<file path="config.mk">
export PLATFORM = sky130hd
export DESIGN_NAME = csa_double_ora
export DESIGN_NICKNAME = d
export VERILOG_FILES = /design/src/rtl/csa_double_ora.sv
export SDC_FILE = /design/constraint.sdc
export NUM_CORES = 1
export LEC_CHECK = 0
export CORE_AREA = 4 4 50 52
export CTS_CLUSTER_SIZE = 20
export DETAILED_ROUTE_END_ITERATION = 10
export DIE_AREA = 0 0 54 56
export PLACE_DENSITY = 0.82
export SYNTH_ARGS = -nofsm -noshare
export SYNTH_HDL_FRONTEND = slang
export SYNTH_SLANG_ARGS = --single-unit
</file>
<file path="constraint.sdc">
create_clock -name clk -period 3.8 [get_ports clk]
set_clock_uncertainty 0.2 [all_clocks]
set_input_delay 0.57 -clock clk [delete_from_list [all_inputs] [get_ports clk]]
set_output_delay 0.57 -clock clk [all_outputs]
set_load 0.02 [all_outputs]
</file>
<file path="src/rtl/csa_double_ora.sv">
// ============================================================================
// Module   : csa_double_ora
// Function : Output response analyzer for the CSA double-fault test path;
//            compares each sampled response to its golden vector and
//            accumulates a registered pass/fail verdict over one sweep.
//            Optional MISR signature: define CSA_DOUBLE_ORA_MISR_EN.
// Revision : 1.0
// ============================================================================
`default_nettype none

module csa_double_ora #(
  parameter int WIDTH        = 6,
  parameter int NUM_PATTERNS = 4,
  parameter int IDX_W        = 2,
  parameter int ERR_CNT_W    = 3
`ifdef CSA_DOUBLE_ORA_MISR_EN
  ,
  parameter logic [WIDTH-1:0] GOLDEN_SIG = WIDTH'(6'h21)
`endif
) (
  input  logic                 clk,
  input  logic                 init,
  input  logic                 test,
  input  logic [WIDTH-1:0]     cut_output,
  input  logic [WIDTH-1:0]     desired_output,
  output logic                 busy,
  output logic                 done,
  output logic                 fail,
  output logic [ERR_CNT_W-1:0] err_count,
  output logic [WIDTH-1:0]     fail_mask,
  output logic [IDX_W-1:0]     first_fail_idx
`ifdef CSA_DOUBLE_ORA_MISR_EN
  ,
  output logic [WIDTH-1:0]     signature,
  output logic [0:0]           sig_match
`endif
);

  typedef enum logic [1:0] {
    S_IDLE = 2'd0,
    S_RUN  = 2'd1,
    S_DONE = 2'd2
  } state_t;

  localparam logic [IDX_W-1:0] LAST_IDX = IDX_W'(NUM_PATTERNS - 1);

  state_t                 state_q, state_d;
  logic [IDX_W-1:0]       idx_q, idx_d;
  logic                   busy_q, busy_d;
  logic                   done_q, done_d;
  logic                   fail_q, fail_d;
  logic [ERR_CNT_W-1:0]   err_q, err_d;
  logic [WIDTH-1:0]       mask_q, mask_d;
  logic [IDX_W-1:0]       ffi_q, ffi_d;
  logic                   w_cmp;
  logic [WIDTH-1:0]       w_diff;
`ifdef CSA_DOUBLE_ORA_MISR_EN
  logic [WIDTH-1:0]       sig_q, sig_d;
  logic                   match_q, match_d;
`endif

  assign w_diff = cut_output ^ desired_output;

  always_comb begin
    state_d = state_q;
    idx_d   = idx_q;
    busy_d  = busy_q;
    done_d  = done_q;
    fail_d  = fail_q;
    err_d   = err_q;
    mask_d  = mask_q;
    ffi_d   = ffi_q;
    w_cmp   = 1'b0;
`ifdef CSA_DOUBLE_ORA_MISR_EN
    sig_d   = sig_q;
`endif

    case (state_q)
      S_IDLE: begin
        if (test) begin
          w_cmp = 1'b1;
          if (NUM_PATTERNS == 1) begin
            state_d = S_DONE;
            done_d  = 1'b1;
          end else begin
            state_d = S_RUN;
            busy_d  = 1'b1;
          end
        end
      end
      S_RUN: begin
        if (test) begin
          w_cmp = 1'b1;
          if (idx_q == LAST_IDX) begin
            state_d = S_DONE;
            busy_d  = 1'b0;
            done_d  = 1'b1;
          end
        end
      end
      S_DONE: begin
      end
      default: begin
        state_d = S_IDLE;
      end
    endcase

    if (w_cmp) begin
      mask_d = mask_q | w_diff;
      idx_d  = idx_q + IDX_W'(1);
      if (w_diff != '0) begin
        if (err_q != '1) begin
          err_d = err_q + ERR_CNT_W'(1);
        end
        // Only the first mismatch of the sweep records its index.
        if (!fail_q) begin
          fail_d = 1'b1;
          ffi_d  = idx_q;
        end
      end
`ifdef CSA_DOUBLE_ORA_MISR_EN
      sig_d = ({sig_q[WIDTH-2:0], 1'b0} ^ (sig_q[WIDTH-1] ? WIDTH'(3) : '0)) ^ cut_output;
`endif
    end
  end

`ifdef CSA_DOUBLE_ORA_MISR_EN
  // Built from next-state values so the match flag rises with done.
  assign match_d = done_d & (sig_d == GOLDEN_SIG);
`endif

  always_ff @(posedge clk) begin
    if (init) begin
      state_q <= S_IDLE;
      idx_q   <= '0;
      busy_q  <= 1'b0;
      done_q  <= 1'b0;
      fail_q  <= 1'b0;
      err_q   <= '0;
      mask_q  <= '0;
      ffi_q   <= '0;
`ifdef CSA_DOUBLE_ORA_MISR_EN
      sig_q   <= '1;
      match_q <= 1'b0;
`endif
    end else begin
      state_q <= state_d;
      idx_q   <= idx_d;
      busy_q  <= busy_d;
      done_q  <= done_d;
      fail_q  <= fail_d;
      err_q   <= err_d;
      mask_q  <= mask_d;
      ffi_q   <= ffi_d;
`ifdef CSA_DOUBLE_ORA_MISR_EN
      sig_q   <= sig_d;
      match_q <= match_d;
`endif
    end
  end

  assign busy           = busy_q;
  assign done           = done_q;
  assign fail           = fail_q;
  assign err_count      = err_q;
  assign fail_mask      = mask_q;
  assign first_fail_idx = ffi_q;
`ifdef CSA_DOUBLE_ORA_MISR_EN
  assign signature      = sig_q;
  assign sig_match      = match_q;
`endif

endmodule

`default_nettype wire

</file>
==> flow_metrics.tcl <==
set metrics [dict create \
    yosys-top-cells-area "dfxtp_1 (45%), nand2b_1 (7.8%), a21oi_1 (6.9%), xor2_1 (6.6%), mux2i_1 (5.0%)" \
    max_freq_mhz 472 \
    p_sw_uw 115 \
    cts_root_buffer "clkbuf_4" \
    slew_headroom_pct 51.9 \
    placed_area_um2 1100 \
    yosysSeqAreaShare_pct 45.1 \
    dr_total_vias 644 \
    post_cts_resized 0 \
    drive_above_1_share_pct 9.01 \
    synth_edf_count 0 \
    worstSetupEndpointType "flop" \
    vdd_ir_drop_max_v 0.000208 \
    leakage_uw 0.000435 \
    port-buffer-count 28 \
    hold_ws_ns 0.258 \
    area_delta_synth_final_pct 42.6 \
    drt_iter0_drc 5 \
    wl_mm 1.60 \
    dp.cells 135 \
    fin_tns_setup_ns 0 \
    rsz0062_at_grt "false" \
    ys_ff_latch 18 \
    min_period_over_period_pct 55.7 \
    nets 130 \
    clkSinkCount 18 \
    synth_most_common_cell "dfxtp_1" \
    p_sw_share_pct 27.0 \
    status "finished clean" \
    rr_worst_depth 4 \
    initial_core_util_pct 37.9 \
    dr.pass1.iters 2 \
    syn_nets 100 \
    antenna_found_initial 0 \
    cts_buffers 3 \
    h-tree-depth 1 \
    power_frac_seq_pct 49.7 \
    io_pins 29 \
    ctsHoldBuffers 0 \
    hold_viol_final 0 \
    post-dp-hpwl_mm 1.23 \
    cts_tree "done" \
    tightest_slew_ns 0.719 \
    stdcell_count 139 \
    insertedDiodeCount 0 \
    maxCapViolations 0 \
    combPwrFrac_pct 22.5 \
    min_path_cells 2 \
    yosysTopAreaCell "dfxtp_1" \
    die_area_um2 3020 \
    core_um2 2110 \
    grt_pass1_wl_mm 2.70 \
    wire_per_inst_um 11.5 \
    syn_inst 82 \
    period_minus_slack_ns 2.12 \
    holdCritPathClass "flop to flop" \
    critPathMaxFanout 3 \
    cts_setup_buffers 0 \
    grt_remaining_overflow 0 \
    synth_area_um2 798 \
    fp-row-count 17 \
    cellInternalPower_uw 311 \
    fill_cells 182 \
    synth_top_area_share_pct 45.1 \
    finalMaxSlewViolations 0 \
    fin_area_um2 1140 \
    cp.required_ns 3.79 \
    grt_max_degree 24 \
    synth_common_cells "dfxtp_1 (18), a21oi_1 (11), nand2b_1 (10), nor2_1 (10), xor2_1 (6)" \
    synthArstFlopShare_pct 0 \
    clk_path_buf_depth 2 \
    clk_pin_slew_ns 0.10 \
    synthDistinctLibCells 21 \
    synthFlopType "dfxtp_1" \
    path_class "primary input to flop" \
    cp.arrival_ns 2.11 \
    vias_per_cell 4.63 \
    pwr_density_cell_nw_per_um2 374 \
    clkLatencyLatePin_ns 0.29 \
    drc 0 \
    avgSynthCellArea_um2 9.73 \
    die_w_um 54 \
    die_h_um 56 \
    setup_violations 0 \
    antenna_left 0 \
    crit_path_start_kind "primary input" \
    clkPwrFrac_pct 27.8 \
    yosys_warnings 0 \
    grtUsageTotal_pct 11.8 \
    gp_congestion 0.691 \
    grt_pass1_vias 651 \
]
[logic make-up after synthesis]
group                    synth area share [%]
multiplexers                             6.90
flip-flops                               45.1
adder cells (fa/ha/maj)                  4.70
AO/OA/AOI/OAI                            12.9
XOR/XNOR                                 7.68
buffers and inverters                    1.88
AND/OR/NAND/NOR                          20.8
[path summary, 6_finish.rpt]
path / startpoint / to / slack (ns)
min reg2reg: done / done / 0.26
min: done / done / 0.26
max: desired_output[3] / err_count[0] / 1.68
max reg2reg: err_count[0] / err_count[0] / 2.14
[routing by layer]
layer / GRT usage, % / wire length, um / up-vias
li1: - / - / 330
met1: 12.7 / 679 / 297
met2: 21.1 / 830 / 15
met3: 1.61 / 70 / 2
met4: 6.41 / 23 / 0
met5: 0 / 0 / -
[power groups by stage]
| stage | combinational, uW | sequential, uW | clock, uW |
|---|---|---|---|
| 2_1_floorplan | 41.1 | 228 | 0 |
| 3_3_place_gp | 94.6 | 216 | 0 |
| 3_5_place_dp | 96.7 | 216 | 0 |
| 4_1_cts | 97.2 | 212 | 120 |
| 5_1_grt | 104 | 214 | 128 |
| 6_report | 96.0 | 212 | 118 |
[final cells by class]
cell class                      instances  area (um2)  share of cell area [%]
Clock buffer                            4        36.3                    3.19
Multi-Input combinational cell         60         423                    37.1
Timing Repair Buffer                   28         280                    24.6
Sequential cell                        18         360                    31.6
Inverter                                1        3.75                   0.330
Tap cell                               28        35.0                    3.08
[cell usage in the layout (no fill, tap or decap), types with 2 or more instances in the layout]
cell and n:
a21oi_1 11, dfxtp_1 18, nor2b_1 2, xor2_1 6, nand3_1 2, mux2i_1 4
clkbuf_4 3, nand2_1 3, clkdlybuf4s50_1 28, nand2b_1 10, nor2_1 10, ha_1 3
[flip-flops by register name (all words and copies together), names as in the netlist]
| register | flops |
|---|---|
| fail | 1 |
| done | 1 |
| idx_q | 2 |
| err_count | 3 |
| fail_mask | 6 |
| first_fail_idx | 2 |
| busy | 1 |
| state_q | 2 |
[critical path, stage by stage]
cell and delay, ns:
clkdlybuf4s50_1 0.47, xor2_1 0.28, nor4_4 0.11, a211oi_4 0.35, mux2_4 0.32
[per-stage QoR]
stage | utilization, % | setup WS (ns) | power, uW
6_report | 54.1 | 1.68 | 426
5_1_grt | 54.1 | 1.62 | 446
4_1_cts | 54.1 | 1.67 | 429
3_5_place_dp | 52.3 | 1.36 | 313
3_3_place_gp | 52.3 | 1.41 | 310
2_1_floorplan | - | 1.92 | 269
Note: power is estimated with default switching activity, not from simulation.
